==> config.mk <==
export PLATFORM = sky130hd
export DESIGN_NAME = serial_addsub_acc
export DESIGN_NICKNAME = d
export VERILOG_FILES = /design/src/rtl/serial_addsub_acc.sv
export SDC_FILE = /design/constraint.sdc
export NUM_CORES = 1
export LEC_CHECK = 0
export BUFFER_PORTS_ARGS = -buffer_cell sky130_fd_sc_hd__buf_2
export CAP_MARGIN = 20
export CORE_MARGIN = 2
export CORE_UTILIZATION = 41
export DETAILED_ROUTE_END_ITERATION = 6
export PLACE_DENSITY_LB_ADDON = 0.15
export SLEW_MARGIN = 20
export SYNTH_ARGS = -nofsm -noshare
export SYNTH_HDL_FRONTEND = slang
export SYNTH_SLANG_ARGS = --single-unit
==> constraint.sdc <==
create_clock -name clk -period 5.66 [get_ports clk]
set_input_delay 0.283 -clock clk [delete_from_list [all_inputs] [get_ports clk]]
set_output_delay 0.283 -clock clk [all_outputs]
set_load 0.01 [all_outputs]
==> src/rtl/serial_addsub_acc.sv <==
`default_nettype none
// ============================================================================
//  Module   : serial_addsub_acc
//  Brief    : Bit-serial adder/subtractor with accumulate; one bit per cycle,
//             LSB first, through a single full-adder slice.
//  Revision : 1.0 - initial release
// ============================================================================
module serial_addsub_acc #(
    parameter int WIDTH = 4
) (
    input  logic             clk,
    input  logic             reset,
    input  logic             start,
    input  logic             sub,
    input  logic             acc,
    input  logic [WIDTH-1:0] a,
    input  logic [WIDTH-1:0] b,
    output logic             busy,
    output logic             done,
    output logic [WIDTH-1:0] sum,
    output logic             cout,
    output logic             V,
    output logic             zero
);

    localparam int              c_IW   = (WIDTH > 1) ? $clog2(WIDTH) : 1;
    localparam logic [c_IW-1:0] c_LAST = c_IW'(WIDTH - 1);

    localparam logic [1:0] c_IDLE = 2'd0;
    localparam logic [1:0] c_RUN  = 2'd1;
    localparam logic [1:0] c_DONE = 2'd2;

    logic [1:0]       r_state;
    logic [1:0]       w_state_next;
    logic [WIDTH-1:0] r_a;
    logic [WIDTH-1:0] r_b;
    logic [WIDTH-1:0] r_res;
    logic [WIDTH-1:0] w_res_next;
    logic [c_IW-1:0]  r_idx;
    logic             r_carry;
    logic [WIDTH-1:0] r_sum;
    logic             r_cout;
    logic             r_v;
    logic             r_zero;
    logic             w_abit;
    logic             w_bbit;
    logic             w_s;
    logic             w_cnext;
    logic             w_last;

    always_ff @(posedge clk) begin
        if (reset) begin
            r_state <= c_IDLE;
        end else begin
            r_state <= w_state_next;
        end
    end

    always_comb begin
        w_state_next = r_state;
        case (r_state)
            c_IDLE:  if (start) w_state_next = c_RUN;
            c_RUN:   if (r_idx == c_LAST) w_state_next = c_DONE;
            c_DONE:  w_state_next = c_IDLE;
            default: w_state_next = c_IDLE;
        endcase
    end

    // Single full-adder slice; B is already inverted for subtraction.
    assign w_abit  = r_a[r_idx];
    assign w_bbit  = r_b[r_idx];
    assign w_s     = w_abit ^ w_bbit ^ r_carry;
    assign w_cnext = (w_abit & w_bbit) | (w_abit & r_carry) | (w_bbit & r_carry);
    assign w_last  = (r_state == c_RUN) && (r_idx == c_LAST);

    always_comb begin
        w_res_next        = r_res;
        w_res_next[r_idx] = w_s;
    end

    always_ff @(posedge clk) begin
        if (reset) begin
            r_a     <= '0;
            r_b     <= '0;
            r_res   <= '0;
            r_idx   <= '0;
            r_carry <= 1'b0;
            r_sum   <= '0;
            r_cout  <= 1'b0;
            r_v     <= 1'b0;
            r_zero  <= 1'b1;
        end else begin
            case (r_state)
                c_IDLE: begin
                    if (start) begin
                        // acc takes the result currently on sum, before any update.
                        r_a     <= acc ? r_sum : a;
                        r_b     <= b ^ {WIDTH{sub}};
                        r_carry <= sub;
                        r_idx   <= '0;
                        r_res   <= '0;
                    end
                end
                c_RUN: begin
                    r_res   <= w_res_next;
                    r_carry <= w_cnext;
                    r_idx   <= r_idx + c_IW'(1);
                    if (w_last) begin
                        // r_carry here is the carry into the MSB.
                        r_sum  <= w_res_next;
                        r_cout <= w_cnext;
                        r_v    <= r_carry ^ w_cnext;
                        r_zero <= (w_res_next == '0);
                    end
                end
                default: ;
            endcase
        end
    end

    assign busy = (r_state != c_IDLE);
    assign done = (r_state == c_DONE);
    assign sum  = r_sum;
    assign cout = r_cout;
    assign V    = r_v;
    assign zero = r_zero;

endmodule
`default_nettype wire

Yosys cells after proc, flatten, opt, wreduce, memory -nomap -nowiden. Cells that the tools add are included.

Input bits: 13. Logic and storage cells: 54. Register bits after elaboration: 24.

Equal/unequal tests: 5. $lt $le $gt $ge: 2. Muxes and demuxes: 17. Reductions and logical operators: 10. Bitwise operators: 9. $add $sub $neg: 1.

Operators by type and width (number): 4-bit 2-to-1 mux (2); 2-bit case mux with 2 select lines (2); 4-bit case mux with 2 select lines (1); 2-bit AND reduction (4); 2-bit 2-to-1 mux (3); 1-bit binary-select mux with 2-bit select (2); 4-bit bitwise mux (1); 2-bit == test, second input constant (2); 4-bit zero test (1); 1-bit 2-to-1 mux (4); 2-bit nonzero test (2); 4-bit bitwise XOR (1); 1-bit AND (3); 2-bit by 3-bit less-than comparator with 1-bit output, second input constant (1); 1-bit bitwise XOR (3); 2-bit by 1-bit adder with 2-bit output, second input constant (1); 1-bit demux with 2-bit select (1); 2-bit by 1-bit == test with 1-bit output, second input constant (1); 2-bit by 1-bit greater-or-equal comparator with 1-bit output, second input constant (1); 1-bit logical AND (2); 2-bit zero test (1); 2-bit by 1-bit inequality test with 1-bit output, second input constant (1); 2-bit inequality test, second input constant (1); 1-bit bitwise OR (2); 1-bit case mux with 2 select lines (1).

Logic depth before layout (Yosys ltp). Gate-level depths: netlist (run 1).

Depth after elaboration: 6. Gate-level depth with buffers: 6. Gate-level depth less buffers: 6.

Worst setup path after synthesis (run 1). No wires, ideal clock.

Kind: reg-to-reg. From: register r_idx[1]. To: register r_res[2]. Arrival: 1.823 ns. Path buffers: 0. Stages on the path, launching flop included: 7. Path slack: 3.767 ns. Data required time: 5.590 ns. Cell sequence: dfxtp_1 mux4_2 inv_1 fa_1 nor2b_1 o21ai_0 a21oi_1.

Longest elaborated chain between the ends: 6. Elaborated cells on any way between the ends: 13. Those cells by class: 2 x order compare; 8 x mux; 2 x bitwise; 1 x reduce/logical.

RTL lines: start, declared (line 39) `logic [c_IW-1:0] r_idx;`; start signal, assigned (line 107) `r_idx <= r_idx + c_IW'(1);`; 2-bit by 3-bit less-than comparator with 1-bit output (implied by the code) (tied with other cells) (line 78) `w_res_next[r_idx] = w_s;`; 1-bit logical AND (implied by the code) (tied with other cells) (line 78); 1-bit 2-to-1 mux (implied by the code) / 1-bit bitwise XOR (equally long branches) (line 78, 72); 1-bit demux with 2-bit select / 1-bit bitwise XOR (equally long branches) (line 78, 72); 4-bit bitwise mux (*) (line 78); 4-bit case mux with 2 select lines (*) (line 93) `case (r_state)`; end signal, assigned (line 105) `r_res <= w_res_next;`; end, declared (line 37) `logic [WIDTH-1:0] r_res;`.

Every way passes the cells marked *; elsewhere a longest branch is shown, timed or not. The select of a mux whose other input is x is not followed. A chain may end at the register's enable or synchronous reset.

Final worst setup path (run 1).
From: register r_idx[0]. To: register r_res[2].

Same word-level chain as after synthesis.

==> results.md, run 1 <==
- For this design the static power due to leakage is 0.513 nW.
- The number of optimization iterations in the first detailed-route pass is 4.
- The mapped netlist covers between 1000 and 1500 um^2.
- The tree is rooted in a sky130_fd_sc_hd__clkbuf_4.
- At the end of the flow, the number of nets in the layout was 161.
- Prior to clock tree synthesis, the placed netlist has a worst setup slack of 3610 ps.
- The utilization after layout is 0.468.
- The effective utilization at floorplan is 0.429.
- The leading area contributor after synthesis is sky130_fd_sc_hd__dfxtp_1.
- The hold-fix buffer count after cts is 0.
- Setup total negative slack on the finished layout was measured at 0 ps.
- The count of instances resized after the clock tree is built is 0.
- Across every metal layer, demand over resource in global routing totals 0.155.
- TritonCTS created 3 clock buffers.
- The number of instances in the placed design is 168.
- TritonCTS built the clock tree.
- Routability-driven placement finished with a final weighted congestion of 0.731.
- The tool flagged a number of max-cap violations equal to 0.
- The power density over the cells is between 200 and 250 nW/um^2.
- The number of flops mapped to enable cells by yosys is 0.
- The data arrival at the endpoint of the critical path is 2310 ps.
- During I/O placement, the number of pins put on the boundary was 22.
- The routed length per instance is 12.8 um.
- No sink is reached through more buffers than the 2 on the longest clock path.
- The later-pin clock latency in the skew report is 310 ps.
- The type of element capturing the critical path is a register.
- The mean instance size in the synthesized netlist is about 9.5 um^2.
- The post-route DRC violation count is 0.
- For this run, the slowest stage of the critical path takes 560 ps.
- The post-detailed-route count of antenna-violating nets is 0.
- The mean number of vias per cell is 5.17.
- After layout, the worst setup slack is 3590 ps.
- Ranked by total cell area, the synthesized netlist is headed by sky130_fd_sc_hd__dfxtp_1 39%, sky130_fd_sc_hd__a211oi_1 5.7%, sky130_fd_sc_hd__nor2_1 5.1%.
- The floorplan step defined a core boundary enclosing 2760 um^2.
- The first global-routing pass estimated 4010 um of wire.
- The area growth from synthesis to layout is 9.10%.
- The sequential fraction of the synthesis area is 0.389.
- The final count of pins violating max slew is 0.
- Static timing analysis puts the maximum clock frequency at 0.484 GHz.
- Global routing finished with a remaining overflow of 0.
- The critical path required time is a little under 6000 ps.
- For the pin with the worst max-slew slack, the measured transition is roughly 740 ps.
- The floorplan die height is 57.7 um.
- The initialized floorplan defines 19 standard-cell rows.
- In the synthesized netlist the async set-or-reset flop fraction comes to 0.
- The share of cells above drive strength 1 is 0.234.
- Setup repair after global routing left no endpoint under its margin.
- The initial DRC count is 16.
- The antenna cell count is 0.
- Walking the worst path, the cells encountered are mux4_2 > inv_1 > fa_1 > nor2b_1 > o21ai_0 > a21oi_1.
- The final-report setup violation count is 0.
- The net count after synthesis is 143.
- The width of the die is 57.7 um.
- The clock period minus final worst setup slack is between 2000 and 2500 ps.
- Counting instances in the post-synthesis netlist gives the leading cell types as 23 x sky130_fd_sc_hd__dfxtp_1, 16 x sky130_fd_sc_hd__nor2_1, 9 x sky130_fd_sc_hd__a211oi_1, 9 x sky130_fd_sc_hd__a21oi_1, 7 x sky130_fd_sc_hd__nand2_1.
- The number of endpoints with negative hold slack in the final report came to 0.
- The number of levels in the clock H-tree is 1.
- The number of distinct library cell variants in the gate-level netlist after synthesis is 35.
- The pin count of the biggest net entering global routing is 24.
- The number of setup buffers added after CTS is 0.
- For this block, the via count after detailed routing is 889.
- The area share of the largest cell type after synthesis is 0.389.
- The cell with the most instances after synthesis is sky130_fd_sc_hd__dfxtp_1.
- In this run the tightest slew margin relative to its limit is 0.507.
- The peak ir drop on the vdd network is 0.201 mV.
- In this run the worst path has a maximum fanout of 6.
- The die outline area is roughly 3300 um^2.
- The hold slack is 248 ps.
- Clock-pin slew was measured on the worst setup and hold paths at 130 ps.
- The run finished with clean final reports.
- Dividing the final minimum period by the clock period gives 0.365.
- Once layout is complete, the cells apart from fillers number between 150 and 200.
- The tree built by TritonCTS fans out to 23 sinks.
- For this run, the leading register cell type out of synthesis is sky130_fd_sc_hd__dfxtp_1.
- The largest clock skew in the final design is 8.74 ps.
- The worst setup path is of the reg -> reg kind.
- The total wire length after detailed routing is ~2200 um.
- During synthesis, Yosys emitted a total of 0 warnings.
- The count of buffers added on input and output ports is 21.
- The startpoint class of the critical path is a register.
- In this run, synthesis produced a sequential element count of 23.
- The worst hold path class is in -> reg.
- The count of mapped cells out of synthesis is 124.
- The via count of the first global-routing pass is 904.
- The initial antenna violation count is 0.
- The slowest stage of the critical path belongs to the cell sky130_fd_sc_hd__mux4_2.
- The total half-perimeter wirelength after legalization and detailed placement is approximately 1700 um.
-- cell type report --
class	instances	area (um^2)
sequential	23	460
clock inverter	1	5.00
tap	31	38.8
timing repair buffer	21	105
multi-input combinational	88	639
inverter	5	18.8
clock buffer	3	22.5
fill	281	1470
-- power by group --
group	internal, W	total, W	switching, W
Combinational	0.0000280	0.0000585	0.0000305
Clock	0.0000264	0.0000754	0.0000490
Sequential	0.000170	0.000178	0.00000786
-- kinds of logic (layout without fill, tap and decap cells) --
kind of cell / after synthesis / in the layout / synth area share
XOR/XNOR: 5 / 5 / 0.0370
buffers and inverters: 13 / 30 / 0.0698
multiplexers: 7 / 7 / 0.0804
adder cells (fa/ha/maj): 6 / 6 / 0.0762
flip-flops: 23 / 23 / 0.389
AO/OA/AOI/OAI: 27 / 27 / 0.150
AND/OR/NAND/NOR: 43 / 43 / 0.197
-- registers in the layout (all words and copies together), names as in the netlist --
register  count
r_a           4
r_b           4
V             1
sum           4
r_carry       1
zero          1
r_idx         2
r_state       2
r_res         3
cout          1
-- through the flow --
step	area (um^2)	total power, W
after floorplan	1180	0.000229
final	1290	0.000312
after detailed placement	1260	0.000241
after global placement	1260	0.000240
after CTS	1290	0.000317
after global routing	1290	0.000332
-- critical path, delay by kind of cell (launching register included) --
| family | cells | cell delay, ps |
|---|---|---|
| muxes | 1 | 560 |
| DFF | 1 | 470 |
| adders and majority gates | 1 | 460 |
| AOI/OAI and AO/OA | 2 | 250 |
| and+or+nand+nor | 1 | 170 |
| buffers and inverters | 1 | 90 |
-- path summary, 6_finish.rpt --
path	startpoint	end	slack (ps)	cells after the start
worst max-delay path	r_idx[0]	r_res[2]	3590	6
worst max register to register	r_idx[0]	r_res[2]	3590	6
worst min register to register	r_res[2]	r_res[2]	460	2
worst min-delay path	b[1]	r_b[1]	250	3
-- metal layers --
| metal | GRT usage | up-vias | routed length [um] |
|---|---|---|---|
| li1 | - | 465 | - |
| met1 | 0.205 | 402 | 1080 |
| met2 | 0.248 | 20 | 984 |
| met3 | 0.0513 | 2 | 126 |
| met4 | 0.0299 | 0 | 9 |
| met5 | 0 | - | 0 |
-- layout by cell type (no fill, tap or decap), types with 2 or more instances in the layout --
master and n:
sky130_fd_sc_hd__nor2b_1 4, sky130_fd_sc_hd__a21oi_1 9, sky130_fd_sc_hd__dfxtp_1 23, sky130_fd_sc_hd__nor3b_1 2, sky130_fd_sc_hd__nor2_1 16, sky130_fd_sc_hd__inv_1 5, sky130_fd_sc_hd__o21ai_0 3, sky130_fd_sc_hd__o211ai_1 2
sky130_fd_sc_hd__nor3_1 3, sky130_fd_sc_hd__xnor2_1 5, sky130_fd_sc_hd__clkbuf_4 3, sky130_fd_sc_hd__nand2_1 7, sky130_fd_sc_hd__mux2i_1 5, sky130_fd_sc_hd__a211oi_1 9, sky130_fd_sc_hd__fa_1 2, sky130_fd_sc_hd__ha_1 4
sky130_fd_sc_hd__nand2b_1 2, sky130_fd_sc_hd__mux4_2 2, sky130_fd_sc_hd__buf_2 21
Power figures use the tool's default switching activity.
==> inputs of run 2 (changes only) <==
==> constraint.sdc (replaced) <==
create_clock -name clk -period 2.16 [get_ports clk]
set_input_delay 0.108 -clock clk [delete_from_list [all_inputs] [get_ports clk]]
set_output_delay 0.108 -clock clk [all_outputs]
set_load 0.01 [all_outputs]
==> run 2 against run 1 <==
Global-route usage grew 0.83 points. Power grew to 2.6 times the previous value. Sequential cell count stayed put. Critical endpoint unchanged. Largest power group unchanged. Highest routed layer unchanged.
==> results.md, run 2 (synthesized netlist as in run 1, its figures left out) <==
- The flow ran to the end, and the final reports show no timing, DRC or antenna violations.
- The cell row count is 19 (unchanged).
- The total power is 0.000822 W (+160%).
- The leakage power summed over all cells is 0.529 nW (+3.0%).
- In the layout the commonest cells are 23 x sky130_fd_sc_hd__dfxtp_1, 21 x sky130_fd_sc_hd__buf_2, 16 x sky130_fd_sc_hd__nor2_1.
- The routability congestion estimate is 0.741 (+1.3%).
- The max-slew headroom at the worst pin is 0.694 (+0.186).
- The pin count of the biggest net entering global routing was 24 (unchanged).
- The mean number of vias per cell is 5.13 (-0.72%).
- By startpoint and endpoint, the worst setup path is classified as reg -> reg.
- The clock-pin slew on the worst setup and hold paths was 130 ps (about the same).
- TritonCTS built the clock tree.
- The number of levels in the clock H-tree was 1 (unchanged).
- The post-route DRC violation count is 0 (unchanged).
- The global-route wire length before repair is 4170 um (+4.1%).
- The total congestion overflow is 0 (unchanged).
- The clock sink total is 23 (unchanged).
- The later-pin clock latency in the skew report is 300 ps (about the same).
- The hold slack is 81.0 ps (-167 ps).
- The share of cells above drive strength 1 came to 0.250 (+0.0160).
- The setup fix buffers added after clock tree synthesis is 0 (unchanged).
- The maximum clock insertion buffer count is 2 (unchanged).
- The number of buffers added by the clock tree synthesis step is 3 (unchanged).
- The count of instances resized after the clock tree is built is 0 (unchanged).
- The routed length per instance was 13.5 um (+5.7%).
- The effective utilization at floorplan was 0.429 (unchanged).
- The clock period minus final worst setup slack was 1960 ps (-110 ps).
- The total vias in the final route is 898 (+1.0%).
- Setup repair after global routing left no endpoint under its margin.
- The final count of pins violating max slew is 0 (unchanged).
- The clock tree root driver cell is sky130_fd_sc_hd__clkbuf_4.
- The number of endpoints with negative hold slack in the final report is 0 (unchanged).
- The count of fill cells added during filler insertion is 273 (-2.8%).
- The number of top-level pins is 22 (unchanged).
- The final-report setup violation count is 0 (unchanged).
- The hold-fix buffer count after cts is 0 (unchanged).
- The critical path required time is 2400 ps (-3510 ps).
- In this run the worst hold path is classified as in -> reg.
- STA classifies the critical path startpoint as a register.
- The max capacitance violation total is 0 (unchanged).
- The via count of the first global-routing pass is 932 (+3.1%).
- The type of element capturing the critical path is a register.
- The final setup TNS came to 0 ps (unchanged).
- The area growth from synthesis to layout is 11.0%.
- The number of buffer cells added on primary ports is 21 (unchanged).
- The power density over the cells was 626 nW/um^2 (+160%).
- The area of the multi-input gates is 639 um^2 (unchanged).
- The antenna cell count is 0 (unchanged).
- The initial antenna violation count came to 0 (unchanged).
- The total wire length after detailed routing is 2370 um (+7.5%).
- The number of nets in the finished design is 164 (+1.9%).
- The initial DRC count is 19 (+3).
- The global-route total usage across every layer is 0.163 (+0.00826).
- The area inside the core boundary is 2760 um^2 (unchanged).
- Leaving out fill and tap cells, the most frequent cell in the layout is sky130_fd_sc_hd__dfxtp_1.
- The transition time of the tightest slew-check pin came to 458 ps (-280 ps).
- The floorplan die height is 57.7 um (unchanged).
- The data arrival at the endpoint of the critical path was 2200 ps (-110 ps).
- The utilization after layout is 0.476 (+0.00817).
- The largest clock skew in the final design came to 6.56 ps (-2.18 ps).
- The width of the die came to 57.7 um (unchanged).
- The highest achievable clock rate is 0.511 GHz (+5.6%).
- The critical-path maximum fanout is 4 (-2).
- The number of optimization iterations in the first detailed-route pass came to 4 (unchanged).
- The peak ir drop on the vdd network is 0.383 mV (+91%).
- The total half-perimeter wirelength after legalization and detailed placement was 1780 um (+7.4%).
- The post-detailed-route count of antenna-violating nets is 0 (unchanged).
- The die outline area is 3330 um^2 (unchanged).
- The final clock period utilization by the worst path is 0.906 (+0.541).
- The register area was 460 um^2 (unchanged).
run 2: power by group:
part | internal [W] | switching (W) | total (W)
registers | 0.000446 | 0.0000180 | 0.000464
clock network | 0.0000690 | 0.000126 | 0.000195
logic | 0.0000781 | 0.0000849 | 0.000163
run 2: stage by stage:
stage	std cells	setup WS, ps	instance area [um^2]
floorplan	124	267	1180
global placement	171	281	1280
detailed placement	171	223	1280
CTS	175	175	1310
global route	175	78.4	1310
finish	175	203	1310
run 2: worst paths after layout:
kind              startpoint        to  slack [ps]  cells past startpoint
setup / recovery    r_idx[1]  r_res[2]         200                      6
hold / removal          b[0]    r_b[0]          80                      3
setup reg to reg    r_idx[1]  r_res[2]         200                      6
hold reg to reg     r_res[2]  r_res[2]         460                      2
run 2: critical path, cell delays in order, from the launching register on:
cell                      delay, ps
sky130_fd_sc_hd__dfxtp_1        370
sky130_fd_sc_hd__mux4_2         540
sky130_fd_sc_hd__inv_1          100
sky130_fd_sc_hd__fa_1           470
sky130_fd_sc_hd__nor2b_1        170
sky130_fd_sc_hd__o21ai_0         90
sky130_fd_sc_hd__a21oi_1        160
run 2: final cells by class:
type / instances / area share
inverter: 5 / 0.0143
tap: 31 / 0.0296
clock inverter: 1 / 0.00381
clock buffer: 3 / 0.0172
timing repair buffer: 24 / 0.0972
sequential: 23 / 0.351
multi-input combinational: 88 / 0.487
run 2: routing by layer:
metal	routed length (um)	GRT usage
met5	0	0
met4	31	0.0598
met1	1170	0.215
met2	1060	0.269
met3	107	0.0268
==> inputs of run 3 (changes only) <==
--- a/config.mk
+++ b/config.mk
@@ -5,7 +5,7 @@
 export SDC_FILE = /design/constraint.sdc
 export NUM_CORES = 1
 export LEC_CHECK = 0
-export BUFFER_PORTS_ARGS = -buffer_cell sky130_fd_sc_hd__buf_2
+export BUFFER_PORTS_ARGS = -buffer_cell sky130_fd_sc_hd__buf_4
 export CAP_MARGIN = 20
 export CORE_MARGIN = 2
 export CORE_UTILIZATION = 41
==> run 3 against run 2 <==
Fmax grew 0.98%. Critical path type unchanged. Critical endpoint unchanged. Sequential cell count is the same. Sequential share of layout area shrank 1.3 points. Cell area grew 3.9%. Hold slack gained 3.5 ps.
==> results.md, run 3 (synthesized netlist as in run 1, its figures left out) <==
- The global-route wire length before repair came to 4190 um (+0.34%).
- The antenna cell count is 0 (unchanged).
- The setup fix buffers added after clock tree synthesis was 0 (unchanged).
- The max-slew headroom at the worst pin is 0.675 (-0.0192).
- The number of levels in the clock H-tree came to 1 (unchanged).
- The final count of pins violating max slew is 0 (unchanged).
- The top cell types in the final layout, fill and taps aside, are 24 x sky130_fd_sc_hd__buf_4, 23 x sky130_fd_sc_hd__dfxtp_1, 16 x sky130_fd_sc_hd__nor2_1.
- The later-pin clock latency in the skew report is 300 ps (about the same).
- The transition time of the tightest slew-check pin is 487 ps (+28.8 ps).
- The flow ran to the end, and the final reports show no timing, DRC or antenna violations.
- The critical path required time came to 2410 ps (about the same).
- The number of instances on the worst hold path is 3 (unchanged).
- The critical-path maximum fanout is 4 (unchanged).
- The hold-fix buffer count after cts is 0 (unchanged).
- The worst setup path is captured at a register.
- The global-route total usage across every layer is 0.163 (-0.000315).
- The pin count of the biggest net entering global routing came to 24 (unchanged).
- The width of the die is 57.7 um (unchanged).
- The routability congestion estimate is 0.744 (+0.43%).
- The number of buffers added by the clock tree synthesis step is 3 (unchanged).
- The via count of the first global-routing pass is 931 (-0.11%).
- The max capacitance violation total is 0 (unchanged).
- The instance area at placement is 1340 um^2 (+4.1%).
- The final clock period utilization by the worst path is 0.897 (-0.00876).
- The clock-pin slew on the worst setup and hold paths is 120 ps (about the same).
- The initial antenna violation count is 0 (unchanged).
- The mean number of vias per cell is 5.26 (+2.4%).
- The clock sink total is 23 (unchanged).
- The data arrival at the endpoint of the critical path is 2190 ps (about the same).
- The number of optimization iterations in the first detailed-route pass came to 4 (unchanged).
- The fraction of met3 tracks used by global routing came to 0.0424 (+0.0156).
- The classification of the worst setup path is reg -> reg.
- The met1 capacity usage during global routing is 0.212 (-0.00221).
- The global-route layer with the greatest usage is met2.
- The count of instances resized after the clock tree is built was 0 (unchanged).
- The total wire length after detailed routing is 2420 um (+2.2%).
- The setup slack at placement came to 224 ps (+0.967 ps).
- Setup repair after global routing left no endpoint under its margin.
- The area inside the core boundary is 2760 um^2 (unchanged).
- The maximum clock insertion buffer count was 2 (unchanged).
- The number of endpoints with negative hold slack in the final report is 0 (unchanged).
- The die outline area was 3330 um^2 (unchanged).
- The utilization after layout is 0.495 (+0.0186).
- The clock period minus final worst setup slack is 1940 ps (-18.9 ps).
- The largest clock skew in the final design is 7.85 ps (+1.28 ps).
- The effective utilization at floorplan came to 0.429 (unchanged).
- The final critical-path setup slack is 222 ps (+18.9 ps).
- The clock tree root driver cell is sky130_fd_sc_hd__clkbuf_4.
- TritonCTS built the clock tree.
- Leaving out fill and tap cells, the most frequent cell in the layout is sky130_fd_sc_hd__buf_4.
- The peak ir drop on the vdd network is 0.382 mV (-0.25%).
- The number of cells on the worst reg-to-reg path is 6 (unchanged).
- The total congestion overflow is 0 (unchanged).
- The cell row count is 19 (unchanged).
- The final-report setup violation count is 0 (unchanged).
- The leakage power summed over all cells is 0.538 nW (+1.7%).
- The number of nets in the finished design came to 164 (unchanged).
- The path class of the tightest hold or removal check is in -> reg.
- The worst setup path is launched from a register.
- The area growth from synthesis to layout is 15.3%.
- The total half-perimeter wirelength after legalization and detailed placement is 1810 um (+1.5%).
- The floorplan die height came to 57.7 um (unchanged).
- The routed length per instance was 13.8 um (+2.2%).
- The initial DRC count is 18 (-1).
- The post-route DRC violation count is 0 (unchanged).
- The met2 usage came to 0.265 (-0.00487).
- The number of top-level pins is 22 (unchanged).
- The final cell area excluding filler cells is 1360 um^2 (+3.9%).
- The number of buffer cells added on primary ports is 21 (unchanged).
- The final setup TNS came to 0 ps (unchanged).
- The share of cells above drive strength 1 came to 0.243 (-0.00694).
- The highest achievable clock rate is 0.516 GHz (+0.98%).
- The power density over the cells is 608 nW/um^2 (-2.9%).
- The post-detailed-route count of antenna-violating nets was 0 (unchanged).
- The total vias in the final route is 920 (+2.4%).
[run 3: path summary, 6_finish.rpt]
| check | startpoint | to | slack, ps |
|---|---|---|---|
| setup / recovery | r_idx[1] | r_res[2] | 220 |
| hold / removal | b[1] | r_b[1] | 80 |
| setup reg to reg | r_idx[1] | r_res[2] | 220 |
| hold reg to reg | r_res[2] | r_res[2] | 470 |
[run 3: through the flow]
step	hold slack, ps	total power (W)	cells
6_report	84.6	0.000829	175
5_1_grt	62.1	0.000893	175
4_1_cts	78.5	0.000839	175
3_5_place_dp	416	0.000646	171
3_3_place_gp	404	0.000640	171
2_1_floorplan	187	0.000599	124
[run 3: routing by layer]
metal / wire, um / share of wire
met3: 158 / 0.065
met5: 0 / 0
met2: 1160 / 0.48
met1: 1080 / 0.45
met4: 21 / 0.0087
[run 3: where the power goes]
part,total (W),switching (W),internal [W]
Combinational,0.000171,0.0000856,0.0000855
Sequential,0.000464,0.0000183,0.000446
Clock,0.000194,0.000122,0.0000720
[run 3: critical path, stage by stage (launching register included)]
cell and delay [ps]:
sky130_fd_sc_hd__dfxtp_1 370, sky130_fd_sc_hd__mux4_2 540, sky130_fd_sc_hd__inv_1 100, sky130_fd_sc_hd__fa_1 470, sky130_fd_sc_hd__nor2b_1 170, sky130_fd_sc_hd__o21ai_0 90
sky130_fd_sc_hd__a21oi_1 160
[run 3: final cells by class]
| cell class | instances | area [um^2] |
|---|---|---|
| clock buffers | 4 | 26.3 |
| flip-flops and latches | 23 | 460 |
| well taps | 31 | 38.8 |
| inverters | 5 | 18.8 |
| repair buffers | 24 | 180 |
| fillers | 282 | 1390 |
| multi-input cells | 88 | 639 |
